<file path="src/rtl/seg14_pkg.sv">
// Shared constants and types for the 14-segment scan driver.
// Glyphs are active-high; segment a is bit 0, g1 is bit 6, g2 is bit 7.
package seg14_pkg;

   localparam logic [13:0] GLYPH_0 = 14'h003F;
   localparam logic [13:0] GLYPH_1 = 14'h0006;
   localparam logic [13:0] GLYPH_2 = 14'h00DB;
   localparam logic [13:0] GLYPH_3 = 14'h00CF;
   localparam logic [13:0] GLYPH_4 = 14'h00E6;
   localparam logic [13:0] GLYPH_5 = 14'h00ED;
   localparam logic [13:0] GLYPH_6 = 14'h00FD;
   localparam logic [13:0] GLYPH_7 = 14'h0007;
   localparam logic [13:0] GLYPH_8 = 14'h00FF;
   localparam logic [13:0] GLYPH_9 = 14'h00EF;
   localparam logic [13:0] GLYPH_A = 14'h00F7;
   localparam logic [13:0] GLYPH_B = 14'h128F;
   localparam logic [13:0] GLYPH_C = 14'h0039;
   localparam logic [13:0] GLYPH_D = 14'h120F;
   localparam logic [13:0] GLYPH_E = 14'h0079;
   localparam logic [13:0] GLYPH_F = 14'h0071;

   localparam logic [13:0] GLYPH_BLANK = 14'h0000;

   typedef enum logic {
      BLANK = 1'b0,
      SHOW  = 1'b1
   } scan_state_t;

endpackage

</file>
<file path="src/rtl/seg14_decoder.sv">
// Hex nibble to active-high 14-segment glyph lookup.
module seg14_decoder
   import seg14_pkg::*;
(
   input  logic [3:0]  hex,
   output logic [13:0] glyph
);

   always_comb begin
      glyph = GLYPH_BLANK;
      case (hex)
         4'h0: glyph = GLYPH_0;
         4'h1: glyph = GLYPH_1;
         4'h2: glyph = GLYPH_2;
         4'h3: glyph = GLYPH_3;
         4'h4: glyph = GLYPH_4;
         4'h5: glyph = GLYPH_5;
         4'h6: glyph = GLYPH_6;
         4'h7: glyph = GLYPH_7;
         4'h8: glyph = GLYPH_8;
         4'h9: glyph = GLYPH_9;
         4'hA: glyph = GLYPH_A;
         4'hB: glyph = GLYPH_B;
         4'hC: glyph = GLYPH_C;
         4'hD: glyph = GLYPH_D;
         4'hE: glyph = GLYPH_E;
         4'hF: glyph = GLYPH_F;
         default: glyph = GLYPH_BLANK;
      endcase
   end

endmodule

</file>
<file path="src/rtl/seg14_scan_driver.sv">
// Time-multiplexed common-anode 14-segment driver with blanking guard,
// frame-synchronous data commit and leading-zero blanking.
module seg14_scan_driver
   import seg14_pkg::*;
#(
   parameter int DWELL_CYCLES = 40000,
   parameter int BLANK_CYCLES = 400,
   parameter int CNT_W        = 16
)
(
   input  logic        clk,
   input  logic        rst,
   input  logic        load_valid,
   output logic        load_ready,
   input  logic [15:0] load_data,
   input  logic [3:0]  load_dp,
   input  logic        lzb_en,
   output logic [14:0] seg_out,
   output logic [3:0]  digit_en,
   output logic        frame_done
);

   localparam logic [CNT_W-1:0] DWELL_LAST = CNT_W'(DWELL_CYCLES - 1);
   localparam logic [CNT_W-1:0] BLANK_LAST = CNT_W'(BLANK_CYCLES - 1);
   localparam logic [13:0]      SEG_OFF    = 14'h3FFF;

   scan_state_t      state, state_nxt;
   logic [1:0]       idx, idx_nxt;
   logic [CNT_W-1:0] cnt, cnt_nxt;

   logic [15:0] act_data, pend_data;
   logic [3:0]  act_dp, pend_dp;
   logic        pend_full, pend_full_nxt;
   logic        load_fire, commit;

   logic [3:0]  digit_hex;
   logic [13:0] glyph;
   logic        digit_blank;
   logic        zero3, zero2, zero1;
   logic [14:0] seg_nxt;
   logic [3:0]  en_nxt;
   logic        frame_done_nxt;

   always_comb begin
      state_nxt = state;
      idx_nxt   = idx;
      cnt_nxt   = cnt + CNT_W'(1);
      case (state)
         BLANK: begin
            if (cnt == BLANK_LAST) begin
               state_nxt = SHOW;
               cnt_nxt   = '0;
            end
         end
         SHOW: begin
            if (cnt == DWELL_LAST) begin
               state_nxt = BLANK;
               cnt_nxt   = '0;
               idx_nxt   = idx + 2'd1;
            end
         end
         default: begin
            state_nxt = BLANK;
            cnt_nxt   = '0;
         end
      endcase
   end

   // Outputs are computed for the upcoming cycle so the registers track the state exactly.
   always_comb begin
      zero3     = (act_data[15:12] == 4'h0);
      zero2     = (act_data[11:8]  == 4'h0);
      zero1     = (act_data[7:4]   == 4'h0);
      digit_hex = act_data[3:0];
      digit_blank = 1'b0;
      case (idx_nxt)
         2'd1: begin
            digit_hex   = act_data[7:4];
            digit_blank = lzb_en & zero3 & zero2 & zero1;
         end
         2'd2: begin
            digit_hex   = act_data[11:8];
            digit_blank = lzb_en & zero3 & zero2;
         end
         2'd3: begin
            digit_hex   = act_data[15:12];
            digit_blank = lzb_en & zero3;
         end
         default: begin
            digit_hex   = act_data[3:0];
            digit_blank = 1'b0;
         end
      endcase
   end

   seg14_decoder u_decoder (
      .hex   (digit_hex),
      .glyph (glyph)
   );

   always_comb begin
      en_nxt  = 4'hF;
      seg_nxt = {1'b1, SEG_OFF};
      if (state_nxt == SHOW) begin
         en_nxt[idx_nxt] = 1'b0;
         seg_nxt = {~act_dp[idx_nxt], (digit_blank ? SEG_OFF : ~glyph)};
      end
      frame_done_nxt = (state_nxt == SHOW) && (idx_nxt == 2'd3) && (cnt_nxt == DWELL_LAST);
   end

   // A load can never coincide with a commit: commit needs pending full, which holds ready low.
   assign load_fire     = load_valid & load_ready;
   assign commit        = frame_done & pend_full;
   assign pend_full_nxt = load_fire ? 1'b1 : (commit ? 1'b0 : pend_full);

   always_ff @(posedge clk or posedge rst) begin
      if (rst) begin
         state      <= BLANK;
         idx        <= 2'd0;
         cnt        <= '0;
         act_data   <= 16'h0000;
         act_dp     <= 4'h0;
         pend_data  <= 16'h0000;
         pend_dp    <= 4'h0;
         pend_full  <= 1'b0;
         load_ready <= 1'b1;
         seg_out    <= 15'h7FFF;
         digit_en   <= 4'hF;
         frame_done <= 1'b0;
      end else begin
         state      <= state_nxt;
         idx        <= idx_nxt;
         cnt        <= cnt_nxt;
         if (load_fire) begin
            pend_data <= load_data;
            pend_dp   <= load_dp;
         end
         if (commit) begin
            act_data <= pend_data;
            act_dp   <= pend_dp;
         end
         pend_full  <= pend_full_nxt;
         load_ready <= ~pend_full_nxt;
         seg_out    <= seg_nxt;
         digit_en   <= en_nxt;
         frame_done <= frame_done_nxt;
      end
   end

endmodule
</file>
<file path="config.mk">
export PLATFORM = sky130hd
export DESIGN_NAME = seg14_scan_driver
export DESIGN_NICKNAME = d
export VERILOG_FILES = /design/src/rtl/seg14_pkg.sv /design/src/rtl/seg14_decoder.sv /design/src/rtl/seg14_scan_driver.sv
export SDC_FILE = /design/constraint.sdc
export NUM_CORES = 1
export LEC_CHECK = 0
export BUFFER_PORTS_ARGS = -buffer_cell sky130_fd_sc_hd__buf_2
export CORE_MARGIN = 4
export CORE_UTILIZATION = 50
export CTS_CLUSTER_DIAMETER = 50
export DETAILED_ROUTE_END_ITERATION = 7
export GPL_TIMING_DRIVEN = 0
export PLACE_DENSITY = 0.79
export SLEW_MARGIN = 0
export SYNTH_ARGS = -nofsm -noshare
export SYNTH_HDL_FRONTEND = slang
export SYNTH_SLANG_ARGS = --single-unit
</file>
<file path="constraint.sdc">
create_clock -name clk -period 3.4 [get_ports clk]
set_clock_uncertainty 0.1 [all_clocks]
set_input_delay 0.34 -clock clk [delete_from_list [all_inputs] [get_ports clk]]
set_output_delay 0.34 -clock clk [all_outputs]
set_load 0.005 [all_outputs]
</file>
# Yosys cells after proc, flatten, opt, wreduce, memory -nomap -nowiden
# Memories as Yosys holds them, arrays and structs flattened.
# Cells that the tools add are included.
[op_classes] n_addsub=2 n_lt_le_gt_ge=2 n_eq_ne=6 n_mux=19 n_bitwise=10 reduce_logical=6
[op_table] cell="equality test 16 bit (second input constant)" count=2
[op_table] cell="two-way mux 16 bit" count=2
[op_table] cell="one-hot mux 16 bit (2 select lines)" count=1
[op_table] cell="adder 16 x 1 -> 16 bit (second input constant)" count=1
[op_table] cell="equality test 16 x 9 -> 1 bit (second input constant)" count=1
[op_table] cell="two-way mux 15 bit" count=1
[op_table] cell="two-way mux 14 bit" count=1
[op_table] cell="NOT 14 bit" count=1
[op_table] cell="zero test 4 bit" count=3
[op_table] cell="one-hot mux 4 bit (3 select lines)" count=1
[op_table] cell="two-way mux 1 bit" count=6
[op_table] cell="bitwise AND 1 bit" count=5
[op_table] cell="equality test 2 bit (second input constant)" count=2
[op_table] cell="two-way mux 2 bit" count=2
[op_table] cell="two-way mux 4 bit" count=1
[op_table] cell="NOT 4 bit" count=1
[op_table] cell="logical AND 1 bit" count=3
[op_table] cell="< comparator 2 x 3 -> 1 bit (second input constant)" count=1
[op_table] cell="NOT 1 bit" count=3
[op_table] cell="one-hot mux 1 bit (3 select lines)" count=1
[op_table] cell="adder 2 x 1 -> 2 bit (second input constant)" count=1
[op_table] cell="binary-select mux 1 bit (select 2 bit)" count=1
[op_table] cell="demux 1 bit (select 2 bit)" count=1
[op_table] cell="equality test 2 x 1 -> 1 bit (second input constant)" count=1
[op_table] cell="2 further kinds" count=2
[totals] ff_bits=81 romBits=160 in_bits=24 out_inout_bits=21 wordCells=58 memories=1
[mem_list] memory="(name not given)" depth=16 word_bits=10 read_ports=1 rd_ports_with_merged_regs=0 wr=0 line_no="seg14_decoder.sv:11" source="case (hex)"

# Longest topological paths before layout
# Gate-level depths: netlist (run 1).
[logic_depth] word_depth=9 mapped_depth=12 depth_no_buf=12

# Hierarchy
# A second synthesis (run 1) with hierarchy kept.
[unflattened] hier_cells=335 hier_area_um2=3892.5
[by_module_without_submodules] module="seg14_scan_driver" n_inst=1 cells_each=290 area_per_inst_um2=3545.9 seq_area_each_um2=2052.0
[by_module_without_submodules] module="seg14_decoder" n_inst=1 cells_each=45 area_per_inst_um2=346.6 seq_area_each_um2=0.0

# Worst setup path before layout (run 1)
# No wires, ideal clock.
[synth_timing] path_type="register to register" startpoint="register cnt[0]" endpoint="register seg_out[3]" setup_ps=62 t_arrival_ps=2880 t_required_ps=3238 path_slack_ps=359 stages_incl_launch_ff=13 n_path_buf=0 synth_period_minus_slack_ps=3041 path_cell_list="dfrtp_1 ha_1 nand4bb_1 or4_4 nor2_8 o22ai_2 a22o_1 a21oi_1 inv_1 ha_1 mux2i_1 mux2_2 nand2_1"
[synth_between] elab_chain_len=9 word_cells_on_any_way=16 classes_between="5 x eq/ne; 9 x mux; 1 x bitwise; 1 x memory"
[synth_rtl] item="start, declared" line_no="seg14_scan_driver.sv:29" source="logic [CNT_W-1:0] cnt, cnt_nxt;"
[synth_rtl] item="start signal, assigned" line_no="seg14_scan_driver.sv:133" source="cnt <= cnt_nxt;"
[synth_rtl] item="equality test 16 bit" line_no="seg14_scan_driver.sv:56" source="if (cnt == DWELL_LAST) begin"
[synth_rtl] item="two-way mux 2 bit" line_no="seg14_scan_driver.sv:56"
[synth_rtl] item="two-way mux 2 bit" line_no="seg14_scan_driver.sv:48" source="case (state)"
[synth_rtl] item="equality test 2 bit / equality test 2 x 1 -> 1 bit (equally long branches)" line_no="seg14_scan_driver.sv:76" source="case (idx_nxt)"
[synth_rtl] item="one-hot mux 4 bit (3 select lines)" line_no="seg14_scan_driver.sv:76"
[synth_rtl] item="memory (16 x 10 bit)"
[synth_rtl] item="NOT 14 bit" line_no="seg14_scan_driver.sv:106" source="seg_nxt = {~act_dp[idx_nxt], (digit_blank ? SEG_OFF : ~glyph)};"
[synth_rtl] item="two-way mux 14 bit" line_no="seg14_scan_driver.sv:106"
[synth_rtl] item="two-way mux 15 bit (*)" line_no="seg14_scan_driver.sv:104" source="if (state_nxt == SHOW) begin"
[synth_rtl] item="named net seg_nxt[3]" line_no="seg14_scan_driver.sv:40" source="logic [14:0] seg_nxt;"
[synth_rtl] item="end signal, assigned" line_no="seg14_scan_driver.sv:144" source="seg_out <= seg_nxt;"
[synth_rtl] item="end, declared" line_no="seg14_scan_driver.sv:18" source="output logic [14:0] seg_out,"
# The timed path passes the listed nets; every way through them passes the cells marked *.
# A chain may end at the register's enable or synchronous reset.

# Worst setup path in the final report (run 1)
# Ends and elaborated chain as after synthesis.

==> qor.csv, run 1 <==
metric,value,unit
leading cell types by total area after synthesis,"dfrtp_1 43%, mux2_2 14%, dfstp_2 11%, mux2i_1 3.1%, ha_1 2.4%",
clock network latency to the later pin of the worst-skew pair,350,ps
number of H-tree levels,3,
sequential-to-total area share from yosys stat,53.5,%
placed inst area,3920,um2
period utilization,95.5,%
GRT Resource Usage Total,16.4,%
via count of the first global-routing pass,2365,
share of cells above drive strength 1,38.7,%
max-cap violations,0,
cell with the largest stage delay on the worst path,or4_4,
post-DR vias/cell,5.19,
Layout Nets,388,
row count,30,
"Distinct cells, synth",46,
data required time of the worst path,3590,ps
Pleak,1.94,nW
"area leader, netlist",dfrtp_1,
"most common cell after layout, fill and taps aside",dfrtp_1,
number of diodes added for antenna fixing,0,
TritonCTS clock tree,done,
setup slack on the worst flop-to-flop path,150,ps
HPWL after detailed placement,4500,um
CP Class,reg2reg,
final std cells w/o fill,458,
Max stage delay on crit path,580,ps
length of the first detailed-routing pass in iterations,4,
setup TNS,0,ps
clock tree root buffer cell,clkbuf_8,
Post-Syn Area per Cell,12.0,um2
wire length of the first global-routing pass,11300,um
Cell Pwr Density,404,nW/um2
Setup crit start kind,flip-flop,
Synth warnings,0,
Final min period,3250,ps
"Clk pin slew, worst setup/hold paths",80,ps
global route total overflow,0,
Worst slew margin,40.0,%
area share of the leading cell type in the synthesized netlist,42.5,%
logic depth of the worst register-to-register path,12,
category of the worst setup path capture point,flip-flop,
Sequential cell area,1920,um2
Max Clk Rate,308,MHz
area of the die,8600,um2
run status,finished clean,
largest net degree at the start of global routing,77,
origin of the critical flop-to-flop path,cnt[0],
most used flip-flop cell after synthesis,dfrtp_1,
number of placed I/O pins,45,
die outline width,92.7,um
"commonest cells after routing, fill and taps aside","61 x dfrtp_1, 44 x mux2_2, 41 x buf_2",
RePlAce Congestion,0.859,
critical path data arrival time,3430,ps
share of async-settable or async-resettable flops after synthesis,100,%
maximum ir drop on the vdd rail,208,uV
setup violators final,0,
Initial Utilization,52.2,%
Sink Count,76,
cell chain of the critical path,ha_2 -> nand4bb_1 -> or4_4 -> or3_4 -> o22ai_4 -> nand2_1 -> nand2_1 -> inv_1 -> ha_1 -> mux2i_1 -> mux2_2 -> nand2_1,
post-detailed-routing wire length,6630,um
most numerous cell on the critical path,nand2_1,
multi-input logic area,1540,um2
"Hold Violations, Final",0,
crit-path max FO,5,
kind of path behind the tightest hold check,in2async,
final standard cell area without fillers,4200,um2
total CTS buffers,9,
post-detailed-route wirelength per cell,14.5,um
routed vias,2377,
placed cells,438,
Hold Buf Count CTS,0,
capture point of the worst reg-to-reg path,seg_out[3],
Mapped Cells,299,
"EDFF count, synth",0,
maximum root-to-sink buffer count,2,
DRC violation count after routing,0,
area grow syn2layout,17.1,%
die height,92.7,um
FILL cells,546,
measured slew at the worst slew-check pin,900,ps
final-report max-slew violation count,0,
Core ar.,6870,um2
number of buffers inserted by port buffering,40,
number of antenna violations at the first check in global routing,0,
final core utilization,61.2,%
final antenna-violating net count,0,
starting DRC count in detailed routing,135,
Post-Syn Area,3590,um2
number of register bits inferred by synthesis,76,
## layer usage
| layer | vias to the layer above | track usage [%] | share of wire (%) |
|---|---|---|---|
| li1 | 1155 | - | - |
| met1 | 1139 | 22.8 | 46 |
| met2 | 70 | 25.3 | 47 |
| met3 | 13 | 3.41 | 5.1 |
| met4 | 0 | 6.59 | 1.8 |
| met5 | - | 0 | 0 |
## worst max path at each step
stage,slack (ps),end,startpoint
2_1_floorplan,360,seg_out[3],cnt[0]
3_3_place_gp,100,seg_out[3],cnt[0]
3_5_place_dp,30,seg_out[3],cnt[0]
4_1_cts,6,seg_out[3],cnt[0]
5_1_grt,-10,seg_out[3],cnt[0]
6_report,150,seg_out[3],cnt[0]
## worst max-delay path, delay by kind of cell (launching register included)
family          cells  cell delay, ps
fa+ha+maj           2             540
buf+inv             1             120
simple gates        6            1430
mux                 2             330
compound gates      1             250
flops               1             400
## power by group
group	switching, mW	internal, mW
registers	0	0.904
logic	0.0218	0.0126
clock network	0.344	0.416
## metrics by stage
stage	setup WS, ps	hold WS [ps]	power (mW)
global route	-12.1	95.2	1.77
CTS	5.97	102	1.71
floorplan	359	346	0.939
global placement	104	372	0.956
detailed placement	27.4	379	0.957
finish	153	78.6	1.70
## synth_stat cells (2+ instances only)
cell,count
ha_1,7
a31oi_1,2
o22ai_2,2
dfstp_2,15
a222oi_1,2
nand4_1,2
nor4_1,6
xnor2_1,9
or3_1,3
nor3_1,3
mux2_2,44
clkbuf_1,9
inv_1,14
and3_1,4
nand3_1,17
nor2b_1,2
nor2_1,16
a21oi_1,6
dfrtp_1,61
o21ai_1,2
o21ai_0,6
buf_4,8
mux2i_1,11
nand2_1,21
xor2_1,6
## state kept, by name, summed over array words and instances (netlist names), 2 cells and up
register and count:
act_data 16, cnt 16, pend_data 16, seg_out 10, act_dp 4, digit_en 4
pend_dp 4, idx 2
## layout make-up
| type | count | area share (%) |
|---|---|---|
| clock inverters | 7 | 2.38 |
| clock buffers | 9 | 2.95 |
| well taps | 96 | 2.86 |
| plain buffers | 19 | 2.62 |
| multi-input cells | 193 | 36.7 |
| inverters | 14 | 1.31 |
| flip-flops and latches | 76 | 45.7 |
| repair buffers | 44 | 5.48 |
## repair_timing
| item | in CTS | in global routing |
|---|---|---|
| buffers inserted | 0 | 4 |
| endpoints found under the setup margin | 0 | 8 |
| hold endpoints to repair | 0 | 0 |
| gates resized for setup | 0 | 5 |
## cell families (layout without fill, tap and decap cells)
kind of cell	count (synthesis)	after routing	synth area share (%)
adder cells (fa/ha/maj)	8	8	2.72
AND/OR/NAND/NOR	81	81	11.6
XOR/XNOR	17	17	4.88
AO/OA/AOI/OAI	27	27	5.09
other	1	4	0.105
multiplexers	56	56	17.5
buffers and inverters	33	93	4.53
flip-flops	76	76	53.5
(Power assumes the default switching activity.)
==> inputs of run 2 (changes only) <==
- ABC_AREA: default -> 1
==> run 2 against run 1 <==
Against the previous run: fmax increased by 15%; routed wire length increased by 15%; register-to-register slack improved by 430 ps; synthesized area increased by 6.6%; combinational power increased to 3.7 times the previous value; utilization decreased by 1.5 points; clock power decreased by 5.5%; flip-flop and latch count unchanged; hold slack got worse by 7.8 ps; design area increased by 4.0%; setup slack improved by 430 ps; via count increased by 28%.
==> qor.csv, run 2 <==
metric,value,unit,change
area share of the leading cell type in the synthesized netlist,39.9,%,was 42.5%
Max Clk Rate,356,MHz,was 308 MHz
"most common cell after layout, fill and taps aside",nand2_1,,was dfrtp_1
routed vias,3039,,was 2377
Cell Pwr Density,426,nW/um2,was 404 nW/um2
starting DRC count in detailed routing,159,,was 135
"commonest cells after routing, fill and taps aside","130 x nand2_1, 61 x dfrtp_1, 45 x inv_1",,"was 61 x dfrtp_1, 44 x mux2_2, 41 x buf_2"
final-report max-slew violation count,0,,unchanged
wire length of the first global-routing pass,13400,um,was 11300 um
share of async-settable or async-resettable flops after synthesis,100,%,unchanged
"Hold Violations, Final",0,,unchanged
setup TNS,0,ps,unchanged
total CTS buffers,9,,unchanged
area grow syn2layout,14.3,%,was 17.1%
TritonCTS clock tree,done,,unchanged
area of the die,9120,um2,was 8600 um2
origin of the critical flop-to-flop path,cnt[0],,unchanged
"Clk pin slew, worst setup/hold paths",90,ps,was 80 ps
"Distinct cells, synth",41,,was 46
via count of the first global-routing pass,3012,,was 2365
measured slew at the worst slew-check pin,881,ps,was 900 ps
length of the first detailed-routing pass in iterations,5,,was 4
Net Switching,0.466,mW,was 0.366 mW
Post CTS Setup Buffer Count,0,,unchanged
number of H-tree levels,3,,unchanged
max-cap violations,0,,unchanged
fraction of power consumed by the clock network,38.6,%,was 44.8%
Resized cells post-CTS,0,,unchanged
"area leader, netlist",dfrtp_1,,unchanged
leading cell types by total area after synthesis,"dfrtp_1 40%, nand2_1 13%, dfstp_2 10%, inv_1 4.5%, nor2_1 4.1%",,"was dfrtp_1 43%, mux2_2 14%, dfstp_2 11%, mux2i_1 3.1%, ha_1 2.4%"
RePlAce Congestion,0.904,,was 0.859
Initial Utilization,52.2,%,about the same
wire length on met2,3600,um,was 3110 um
Hold Buf Count CTS,0,,unchanged
critical path data arrival time,2980,ps,was 3430 ps
Critical Path Source,cnt[0],,unchanged
Setup crit start kind,flip-flop,,unchanged
Pleak,2.15,nW,was 1.94 nW
HPWL after detailed placement,5700,um,was 4500 um
crit-path max FO,9,,was 5
most used flip-flop cell after synthesis,dfrtp_1,,unchanged
Post-Syn Area,3830,um2,was 3590 um2
sequential-to-total area share from yosys stat,50.2,%,was 53.5%
switching share of power,25.0,%,was 21.6%
logic depth of the worst register-to-register path,15,,was 12
post-detailed-routing wire length,7620,um,was 6630 um
Core ar.,7330,um2,was 6870 um2
Comb pwr share,6.7,%,was 2.0%
most instantiated library cell after synthesis,nand2_1,,was dfrtp_1
Mapped Cells,449,,was 299
Post-Syn Area per Cell,8.52,um2,was 12.0 um2
post-DR vias/cell,5.01,,was 5.19
Worst slew margin,41.3,%,was 40.0%
capture point of the worst reg-to-reg path,seg_out[3],,unchanged
Layout Nets,534,,was 388
"EDFF count, synth",0,,unchanged
Final min period,2810,ps,was 3250 ps
number of register bits inferred by synthesis,76,,unchanged
setup repair after global routing missed its margin,false,,
share of cells above drive strength 1,24.0,%,was 38.7%
crit path to,seg_out[3],,unchanged
Power Internal,1.40,mW,was 1.33 mW
final antenna-violating net count,0,,unchanged
clock tree root buffer cell,clkbuf_8,,unchanged
run status,finished clean,,unchanged
number of diodes added for antenna fixing,0,,unchanged
top cell types by occurrence after synthesis,"130 x nand2_1, 61 x dfrtp_1, 46 x inv_1",,"was 61 x dfrtp_1, 44 x mux2_2, 21 x nand2_1"
post-detailed-route wirelength per cell,12.6,um,was 14.5 um
maximum ir drop on the vdd rail,391,uV,was 208 uV
DRC violation count after routing,0,,unchanged
CP Class,reg2reg,,unchanged
global route total overflow,0,,unchanged
Synth warnings,0,,unchanged
data required time of the worst path,3570,ps,was 3590 ps
die height,95.5,um,was 92.7 um
worst hold slack after final layout,70.8,ps,was 78.6 ps
kind of path behind the tightest hold check,in2async,,unchanged
number of antenna violations at the first check in global routing,0,,unchanged
setup violators final,0,,unchanged
maximum root-to-sink buffer count,2,,unchanged
number of placed I/O pins,45,,unchanged
Sink Count,76,,unchanged
GRT Resource Usage Total,18.7,%,was 16.4%
number of buffers inserted by port buffering,40,,unchanged
category of the worst setup path capture point,flip-flop,,unchanged
largest registers,"act_data (16), cnt (16), pend_data (16)",,unchanged
share of power burned in registers,54.7,%,was 53.2%
setup slack on the worst flop-to-flop path,590,ps,was 150 ps
period utilization,82.7,%,was 95.5%
clock network latency to the later pin of the worst-skew pair,360,ps,was 350 ps
amount of wire on met3 after detailed routing,503,um,was 340 um
die outline width,95.5,um,was 92.7 um
met1 wire length,3440,um,was 3060 um
top routing layer used,met4,,unchanged
largest net degree at the start of global routing,77,,unchanged
row count,31,,was 30
run 2: cell types whose count changed after synthesis, sizes merged, moves of 6 or more:
cell and delta:
xnor2 -10, nand4 +6, nor3 +8, mux2i -11
nand3 +15, mux2 -34, nand2 +119, inv +37
o21ai +14, nor2 +31
run 2: critical path, cell delays in order (launching register included):
cell,delay [ps]
dfrtp_1,400
ha_1,250
nand3_4,160
nor2_1,220
nand3_1,120
nand2_1,110
nand2_2,110
nor2_2,260
nand2_1,80
nand4_1,200
inv_1,140
ha_1,320
nand2_1,70
nand2_1,60
nand2_1,50
nand3_1,70
run 2: logic make-up after synthesis:
kind of cell | Yosys count | share of synthesized area (%)
AO/OA/AOI/OAI | 36 | 5.92
XOR/XNOR | 8 | 1.83
adder cells (fa/ha/maj) | 7 | 2.29
buffers and inverters | 66 | 7.13
flip-flops | 76 | 50.2
multiplexers | 10 | 2.94
other | 1 | 0.0980
AND/OR/NAND/NOR | 245 | 29.6
run 2: cell type report:
cell class,instances,area [um2]
plain buffers,14,73.8
flip-flops and latches,76,1920
inverters,52,201
repair buffers,40,200
multi-input cells,310,1640
clock buffers,10,138
clock inverters,6,71.3
well taps,99,124
fillers,656,2960
run 2: stage by stage:
step           instance area [um2]  util [%]  std cells  setup WS [ps]  total power [mW]
3_5_place_dp                  4160      56.8        591            617              1.16
3_3_place_gp                  4160      56.8        591            280              1.15
2_1_floorplan                 3840         -        452           1050              1.11
4_1_cts                       4370      59.7        607            584              1.89
5_1_grt                       4370      59.7        607            282              1.96
6_report                      4370      59.7        607            587              1.86
run 2: worst min path at each step:
stage | start | end | slack [ps] | cells past startpoint
finish | rst | cnt[14] | 70 | 2
global route | load_data[6] | pend_data[6] | 70 | 3
CTS | load_data[4] | pend_data[4] | 60 | 3
detailed placement | pend_full | load_ready | 320 | 1
global placement | pend_full | load_ready | 320 | 1
floorplan | pend_full | load_ready | 300 | 1
run 2: power by group through the flow:
stage | Sequential (mW) | Combinational, mW | Clock, mW
floorplan | 1.03 | 0.0899 | 0
global placement | 1.03 | 0.119 | 0
detailed placement | 1.04 | 0.127 | 0
CTS | 1.02 | 0.129 | 0.740
global route | 1.03 | 0.151 | 0.776
finish | 1.02 | 0.126 | 0.719
run 2: routing by layer:
layer  global-route usage (%)  up-vias
met5                        0        -
met4                     4.62        0
met3                     5.45        9
met1                     24.5     1402
li1                         -     1528
met2                     30.6      100
